**src/rtl/riscv_ctrl_pkg.sv**
```systemverilog
// Shared types and opcode constants for the RV64I multicycle control FSM.
// No logic; consumed by ctrl_opdecode and multicycle_ctrl.
// No handshake; pure typedef/constant package.
package riscv_ctrl_pkg;

    typedef enum logic [3:0] {
        ST_FETCH    = 4'd0,
        ST_DECODE   = 4'd1,
        ST_EXEC_R   = 4'd2,
        ST_EXEC_I   = 4'd3,
        ST_EXEC_U   = 4'd4,
        ST_MEM_ADDR = 4'd5,
        ST_MEM_ACC  = 4'd6,
        ST_WB_ALU   = 4'd7,
        ST_WB_MEM   = 4'd8,
        ST_BRANCH   = 4'd9,
        ST_JUMP     = 4'd10,
        ST_ERROR    = 4'd11
    } ctrl_state_t;

    typedef enum logic [2:0] {
        IMM_I = 3'd0,
        IMM_S = 3'd1,
        IMM_B = 3'd2,
        IMM_U = 3'd3,
        IMM_J = 3'd4
    } imm_fmt_t;

    typedef enum logic [1:0] {
        ALU_ADD   = 2'd0,
        ALU_SUB   = 2'd1,
        ALU_FUNCT = 2'd2
    } alu_op_t;

    typedef enum logic [1:0] {
        PC_PLUS4  = 2'd0,
        PC_TARGET = 2'd1,
        PC_ALU    = 2'd2
    } pc_sel_t;

    typedef enum logic [1:0] {
        WB_ALU = 2'd0,
        WB_MEM = 2'd1,
        WB_PC4 = 2'd2
    } wb_sel_t;

    typedef enum logic [1:0] {
        A_RS1   = 2'd0,
        A_OLDPC = 2'd1,
        A_ZERO  = 2'd2
    } alu_a_t;

    typedef enum logic [1:0] {
        B_RS2  = 2'd0,
        B_IMM  = 2'd1,
        B_FOUR = 2'd2
    } alu_b_t;

    localparam logic [6:0] OPC_OP     = 7'b0110011;
    localparam logic [6:0] OPC_OP_IMM = 7'b0010011;
    localparam logic [6:0] OPC_LOAD   = 7'b0000011;
    localparam logic [6:0] OPC_STORE  = 7'b0100011;
    localparam logic [6:0] OPC_BRANCH = 7'b1100011;
    localparam logic [6:0] OPC_JAL    = 7'b1101111;
    localparam logic [6:0] OPC_JALR   = 7'b1100111;
    localparam logic [6:0] OPC_LUI    = 7'b0110111;
    localparam logic [6:0] OPC_AUIPC  = 7'b0010111;

    // Everything the FSM needs to know about the instruction held in IR.
    typedef struct packed {
        ctrl_state_t nxt;      // state to take out of DECODE
        imm_fmt_t    imm;      // immediate format for the sign-extend path
        logic        is_store;
        logic        is_jalr;
        logic        is_lui;
    } opdec_t;

endpackage

```
**src/rtl/ctrl_opdecode.sv**
```systemverilog
// Opcode classifier: IR opcode -> DECODE successor, immediate format, flags.
// Purely combinational, zero latency.
// No handshake; output follows i_opcode.
module ctrl_opdecode
    import riscv_ctrl_pkg::*;
(
    input  logic [6:0] i_opcode,
    output opdec_t     o_dec
);

    // Map each supported major opcode to its execution path; anything else traps.
    always_comb begin
        o_dec = '{nxt: ST_ERROR, imm: IMM_I, is_store: 1'b0, is_jalr: 1'b0, is_lui: 1'b0};
        case (i_opcode)
            OPC_OP:     o_dec.nxt = ST_EXEC_R;
            OPC_OP_IMM: o_dec.nxt = ST_EXEC_I;
            OPC_LOAD:   o_dec.nxt = ST_MEM_ADDR;
            OPC_STORE: begin
                o_dec.nxt      = ST_MEM_ADDR;
                o_dec.imm      = IMM_S;
                o_dec.is_store = 1'b1;
            end
            OPC_BRANCH: begin
                o_dec.nxt = ST_BRANCH;
                o_dec.imm = IMM_B;
            end
            OPC_JAL: begin
                o_dec.nxt = ST_JUMP;
                o_dec.imm = IMM_J;
            end
            OPC_JALR: begin
                o_dec.nxt     = ST_JUMP;
                o_dec.is_jalr = 1'b1;
            end
            OPC_LUI: begin
                o_dec.nxt    = ST_EXEC_U;
                o_dec.imm    = IMM_U;
                o_dec.is_lui = 1'b1;
            end
            OPC_AUIPC: begin
                o_dec.nxt = ST_EXEC_U;
                o_dec.imm = IMM_U;
            end
            default: ;
        endcase
    end

endmodule

```
**src/rtl/multicycle_ctrl.sv**
```systemverilog
// Multicycle RV64I control FSM; optional perf counters under `CTRL_PERF_CNT_EN.
// 3-5 cycles per instruction plus memory wait; strobes are Moore except FETCH/BRANCH qualifiers.
// Stalls in FETCH/MEM_ACC until i_mem_ready; MEM_TIMEOUT_CYC idle cycles there traps to ERROR.
module multicycle_ctrl
    import riscv_ctrl_pkg::*;
#(
    parameter int MEM_TIMEOUT_CYC = 255
) (
    input  logic        i_clk,
    input  logic        i_rst_n,
    input  logic [31:0] i_instr,
    input  logic        i_mem_ready,
    input  logic        i_branch_taken,
    output logic        o_pc_write,
    output logic [1:0]  o_pc_sel,
    output logic        o_ir_write,
    output logic        o_mem_req,
    output logic        o_mem_we,
    output logic        o_mem_addr_sel,
    output logic [2:0]  o_imm_sel,
    output logic [1:0]  o_alu_src_a,
    output logic [1:0]  o_alu_src_b,
    output logic [1:0]  o_alu_op,
    output logic        o_reg_write,
    output logic [1:0]  o_wb_sel,
    output logic        o_illegal,
    output logic [3:0]  o_state,
    output logic [63:0] o_cycle_cnt,
    output logic [63:0] o_instret_cnt
);

    localparam int WAIT_W = (MEM_TIMEOUT_CYC < 2) ? 1 : $clog2(MEM_TIMEOUT_CYC);

    ctrl_state_t       state_q, state_d;
    logic [WAIT_W-1:0] wait_cnt_q, wait_cnt_d;
    logic              mem_timeout;
    opdec_t            dec;

    // Only the major opcode steers control; the remaining IR fields belong to the datapath.
    logic unused_instr_bits;
    assign unused_instr_bits = ^i_instr[31:7];

    ctrl_opdecode u_opdecode (
        .i_opcode (i_instr[6:0]),
        .o_dec    (dec)
    );

    // Wait count N means N cycles already spent in this memory state without ready.
    assign mem_timeout = (MEM_TIMEOUT_CYC != 0) &&
                         (wait_cnt_q == WAIT_W'(MEM_TIMEOUT_CYC - 1));

    // State and memory-wait counter registers.
    always_ff @(posedge i_clk or negedge i_rst_n) begin
        if (!i_rst_n) begin
            state_q    <= ST_FETCH;
            wait_cnt_q <= '0;
        end else begin
            state_q    <= state_d;
            wait_cnt_q <= wait_cnt_d;
        end
    end

    // Next-state logic; ready in the final allowed wait cycle still completes the access.
    always_comb begin
        state_d = state_q;
        case (state_q)
            ST_FETCH: begin
                if (i_mem_ready)      state_d = ST_DECODE;
                else if (mem_timeout) state_d = ST_ERROR;
            end
            ST_DECODE:   state_d = dec.nxt;
            ST_EXEC_R,
            ST_EXEC_I,
            ST_EXEC_U:   state_d = ST_WB_ALU;
            ST_MEM_ADDR: state_d = ST_MEM_ACC;
            ST_MEM_ACC: begin
                if (i_mem_ready)      state_d = dec.is_store ? ST_FETCH : ST_WB_MEM;
                else if (mem_timeout) state_d = ST_ERROR;
            end
            ST_WB_ALU,
            ST_WB_MEM,
            ST_BRANCH,
            ST_JUMP:     state_d = ST_FETCH;
            ST_ERROR:    state_d = ST_ERROR;
            default:     state_d = ST_ERROR;
        endcase
        // Counter only runs while parked in a memory state; any entry or exit clears it.
        wait_cnt_d = '0;
        if ((state_q == ST_FETCH || state_q == ST_MEM_ACC) && state_d == state_q)
            wait_cnt_d = wait_cnt_q + WAIT_W'(1);
    end

    // Output decode; reset low forces every strobe off without waiting for a clock.
    always_comb begin
        pc_sel_t  pc_sel;
        imm_fmt_t imm_sel;
        alu_a_t   src_a;
        alu_b_t   src_b;
        alu_op_t  alu_op;
        wb_sel_t  wb_sel;
        o_pc_write     = 1'b0;
        o_ir_write     = 1'b0;
        o_mem_req      = 1'b0;
        o_mem_we       = 1'b0;
        o_mem_addr_sel = 1'b0;
        o_reg_write    = 1'b0;
        pc_sel         = PC_PLUS4;
        imm_sel        = IMM_I;
        src_a          = A_RS1;
        src_b          = B_RS2;
        alu_op         = ALU_ADD;
        wb_sel         = WB_ALU;
        if (i_rst_n) begin
            case (state_q)
                ST_FETCH: begin
                    o_mem_req  = 1'b1;
                    o_ir_write = i_mem_ready;
                    o_pc_write = i_mem_ready;
                end
                ST_DECODE: begin
                    src_a = A_OLDPC;
                    src_b = B_IMM;
                end
                ST_EXEC_R: alu_op = ALU_FUNCT;
                ST_EXEC_I: begin
                    src_b  = B_IMM;
                    alu_op = ALU_FUNCT;
                end
                ST_EXEC_U: begin
                    src_a = dec.is_lui ? A_ZERO : A_OLDPC;
                    src_b = B_IMM;
                end
                ST_MEM_ADDR: src_b = B_IMM;
                ST_MEM_ACC: begin
                    o_mem_req      = 1'b1;
                    o_mem_addr_sel = 1'b1;
                    o_mem_we       = dec.is_store;
                end
                ST_WB_ALU: o_reg_write = 1'b1;
                ST_WB_MEM: begin
                    o_reg_write = 1'b1;
                    wb_sel      = WB_MEM;
                end
                ST_BRANCH: begin
                    alu_op     = ALU_SUB;
                    o_pc_write = i_branch_taken;
                    pc_sel     = PC_TARGET;
                end
                ST_JUMP: begin
                    // JAL reuses the old_pc+imm from DECODE; JALR needs rs1+imm now.
                    o_reg_write = 1'b1;
                    wb_sel      = WB_PC4;
                    o_pc_write  = 1'b1;
                    pc_sel      = dec.is_jalr ? PC_ALU : PC_TARGET;
                    if (dec.is_jalr) src_b = B_IMM;
                end
                default: ;
            endcase
            if (state_q != ST_FETCH && state_q != ST_ERROR) imm_sel = dec.imm;
        end
        o_pc_sel    = pc_sel;
        o_imm_sel   = imm_sel;
        o_alu_src_a = src_a;
        o_alu_src_b = src_b;
        o_alu_op    = alu_op;
        o_wb_sel    = wb_sel;
    end

    assign o_illegal = (state_q == ST_ERROR);
    assign o_state   = state_q;

`ifdef CTRL_PERF_CNT_EN
    logic [63:0] cycle_cnt_q, instret_cnt_q;
    logic        retire;

    assign retire = (state_d == ST_FETCH) && (state_q != ST_FETCH) && (state_q != ST_ERROR);

    // Cycle and retire counters; both hold their value once trapped in ERROR.
    always_ff @(posedge i_clk or negedge i_rst_n) begin
        if (!i_rst_n) begin
            cycle_cnt_q   <= '0;
            instret_cnt_q <= '0;
        end else if (state_q != ST_ERROR) begin
            cycle_cnt_q <= cycle_cnt_q + 64'd1;
            if (retire) instret_cnt_q <= instret_cnt_q + 64'd1;
        end
    end

    assign o_cycle_cnt   = cycle_cnt_q;
    assign o_instret_cnt = instret_cnt_q;
`else
    assign o_cycle_cnt   = 64'd0;
    assign o_instret_cnt = 64'd0;
`endif

endmodule
```
**config.mk**
```make
export PLATFORM = sky130hd
export DESIGN_NAME = multicycle_ctrl
export DESIGN_NICKNAME = d
export VERILOG_FILES = /design/src/rtl/riscv_ctrl_pkg.sv /design/src/rtl/ctrl_opdecode.sv /design/src/rtl/multicycle_ctrl.sv
export SDC_FILE = /design/constraint.sdc
export NUM_CORES = 1
export LEC_CHECK = 0
export CAP_MARGIN = 20
export CELL_PAD_IN_SITES_DETAIL_PLACEMENT = 2
export CELL_PAD_IN_SITES_GLOBAL_PLACEMENT = 2
export CORE_MARGIN = 5
export CORE_UTILIZATION = 16
export CTS_CLUSTER_DIAMETER = 80
export DETAILED_ROUTE_END_ITERATION = 6
export PLACE_DENSITY_LB_ADDON = 0.1
export REMOVE_ABC_BUFFERS = 1
export SETUP_SLACK_MARGIN = 0.02
export SLEW_MARGIN = 20
export SYNTH_ARGS = -nofsm -noshare
export SYNTH_HDL_FRONTEND = slang
export SYNTH_HIERARCHICAL = 1
export SYNTH_SLANG_ARGS = --single-unit
export TNS_END_PERCENT = 20
```
**constraint.sdc**
```tcl
create_clock -name i_clk -period 4.1 [get_ports i_clk]
set_clock_uncertainty 0.1 [all_clocks]
set_input_delay 0.41 -clock i_clk [delete_from_list [all_inputs] [get_ports i_clk]]
set_output_delay 0.41 -clock i_clk [all_outputs]
set_load 0.01 [all_outputs]
```
==> flow_metrics.env <==
export IMPL_path_clk_slew_ps=40
export IMPL_ys_flop_type="dfrtp_1"
export IMPL_finalSetupViolCount=0
export IMPL_worst_pin_slew_ps=716
export IMPL_ir_drop_mv=0.162
export IMPL_rsz0062_at_grt="false"
export IMPL_netlist_area_um2=2110
export IMPL_end_kind="output port"
export IMPL_instances_no_fill=477
export IMPL_clk_path_buf_depth=2
export IMPL_syn_inst=272
export IMPL_regToRegSetupSlack_ps=2090
export IMPL_clock_sinks=12
export IMPL_finalHoldViolations=0
export IMPL_io_buffers=33
export IMPL_p_leak_nw=1.01
export IMPL_total_power_mw=0.904
export IMPL_postLayoutCoreUtil_pct=16.8
export IMPL_drc=0
export IMPL_initial_core_util_pct=16.1
export IMPL_dp_hpwl_um=4570
export IMPL_clkLatencyLatePin_ps=240
export IMPL_drive_gt1_share_pct=4.65
export IMPL_async_flop_share_pct=100
export IMPL_cts_setup_buffers=0
export IMPL_outcome="finished, final reports clean"
export IMPL_vias_per_cell=2.99
export IMPL_multiInputGateArea_um2=1240
export IMPL_layout_commonest_cell="conb_1"
export IMPL_layout_setup_ws_ps=1080
export IMPL_grt_pass1_wl_um=8350
export IMPL_grt_overflow_total=0
export IMPL_cts_inserted_buffers=3
export IMPL_die_x_um=125
export IMPL_die_h_um=125
export IMPL_fmax_mhz=331
export IMPL_crit_start="i_instr[6]"
export IMPL_timing_critical_path_arrival_ps=2510
export IMPL_critPathMaxFanout=6
export IMPL_grt_max_degree=23
export IMPL_final_fill_count=1611
export IMPL_path_class="in2out"
export IMPL_period_needed_ps=3020
export IMPL_wirelength_um=5410
export IMPL_relSlewSlack_pct=52.3
export IMPL_synth_seq_cells=12
export IMPL_post_route_period_util_pct=73.6
export IMPL_power_density_nw_per_um2=412
export IMPL_htree_num_levels=1
export IMPL_synth_warnings=6
export IMPL_gp_congestion=0.623
export IMPL_cts_hold_buf=0
export IMPL_num_rows=42
export IMPL_avgRoutedWirePerCell_um=11.3
export IMPL_core_area_um2=13100
export IMPL_worst_setup_path_start_kind="input port"
export IMPL_maxCapViolCount=0
export IMPL_cts_tree="done"
export IMPL_yosysSeqAreaShare_pct=14.3
export IMPL_reg2reg_from="o_state[1]"
export IMPL_synth_top_area_share_pct=46.0
export IMPL_grt_usage_pct=6.35
export IMPL_yosysUniqueCellTypes=48
export IMPL_antenna_left=0
export IMPL_synth_edf_count=0
export IMPL_finalMaxSlewViolations=0
export IMPL_grt_pass1_vias=1493
export IMPL_dieArea_um2=15600
export IMPL_preCtsSetupSlack_ps=1070
export IMPL_hp_class="in2async"
export IMPL_setup_tns_ps=0
export IMPL_syn_area_per_cell_um2=7.74
export IMPL_synth_top_cell_by_area="buf_4"
export IMPL_cp_required_ps=3590
export IMPL_antenna_cells=0
export IMPL_yosys_top_cells_area="buf_4 (46%), dfrtp_1 (14%), nor2_1 (3.9%), nor2b_1 (2.7%), xor2_1 (2.5%)"
export IMPL_regArea_um2=300
export IMPL_nNetsFinal=341
export IMPL_final_cell_mix="conb_1 (129), clkdlybuf4s50_1 (33), nor2_1 (22)"
export IMPL_antenna_found_initial=0
export IMPL_cts_resized=0
export IMPL_root_buffer="clkbuf_16"
export IMPL_dr_pass1_iters=2
export IMPL_via_count=1428
export IMPL_r2r_end="o_state[2]"
export IMPL_io_pins=188
export IMPL_worstRegToRegCells=4
export IMPL_drt_iter0_drc=19
export IMPL_area_growth_pct=4.16
export IMPL_place_inst=474
metal layers:
| layer | share of wire, % | wire length [um] | vias to the layer above | global-route usage, % |
|---|---|---|---|---|
| li1 | - | - | 691 | - |
| met1 | 44 | 2400 | 648 | 8.29 |
| met2 | 46 | 2510 | 87 | 10.5 |
| met3 | 9.0 | 486 | 2 | 2.40 |
| met4 | 0.17 | 9 | 0 | 0.387 |
| met5 | 0 | 0 | - | 0 |
sequential cells by signal, indices dropped and copies added, names as in the netlist:
signal / cells
o_state: 4
wait_cnt_q: 8
logic make-up (layout without fill, tap and decap cells):
group / Yosys count / in the layout / synth area share, %
flip-flops: 12 / 12 / 14.3
XOR/XNOR: 7 / 7 / 2.91
adder cells (fa/ha/maj): 2 / 2 / 1.19
AND/OR/NAND/NOR: 82 / 82 / 22.6
other: 1 / 129 / 0.178
buffers and inverters: 140 / 41 / 49.6
AO/OA/AOI/OAI: 28 / 28 / 9.21
worst max path at each step:
stage | depth (start not counted) | end
floorplan | 3 | o_pc_sel[1]
global placement | 6 | o_alu_src_b[0]
detailed placement | 7 | o_alu_src_a[0]
CTS | 7 | o_alu_src_a[0]
global route | 7 | o_alu_src_b[0]
finish | 7 | o_alu_src_a[0]
critical path: stages:
cell,delay (ps)
clkdlybuf4s50_1,580
nor2_1,110
nand3_2,130
nor2_1,90
or3b_1,370
a211oi_2,210
clkdlybuf4s50_1,610
power by group:
group          total (mW)  switching, mW  leakage [nW]  internal [mW]
combinational       0.465          0.254         0.814          0.212
clock               0.178         0.0511        0.0370          0.127
sequential          0.261          0.120         0.159          0.140
total               0.904          0.425          1.01          0.479
metrics by stage:
step | hold WS (ps) | cell area (um2)
after floorplan | 14.4 | 1550
after global placement | 423 | 2120
after detailed placement | 442 | 2120
after CTS | 386 | 2190
after global routing | 420 | 2190
final | 381 | 2190
cell type report:
type	instances	area share, %
Sequential cell	12	13.7
Timing Repair Buffer	35	15.7
Multi-Input combinational cell	248	56.6
Clock buffer	3	3.42
Tap cell	176	10.0
Inverter	3	0.513
Yosys cell counts (2+ instances only):
master / n
dfrtp_1: 12
nor2b_1: 9
and2b_1: 2
buf_4: 129
buf_6: 4
nand3b_1: 2
xor2_1: 6
nand2b_1: 7
o21bai_1: 2
a31oi_1: 2
buf_2: 4
ha_1: 2
and2_1: 6
o22ai_1: 3
nand3_1: 6
inv_1: 3
a21o_1: 3
nor2_1: 22
nand2_1: 8
o21ai_0: 2
nor3_1: 3
a21oi_1: 8
nand4_1: 2
Note: power is estimated with default switching activity, not from simulation.
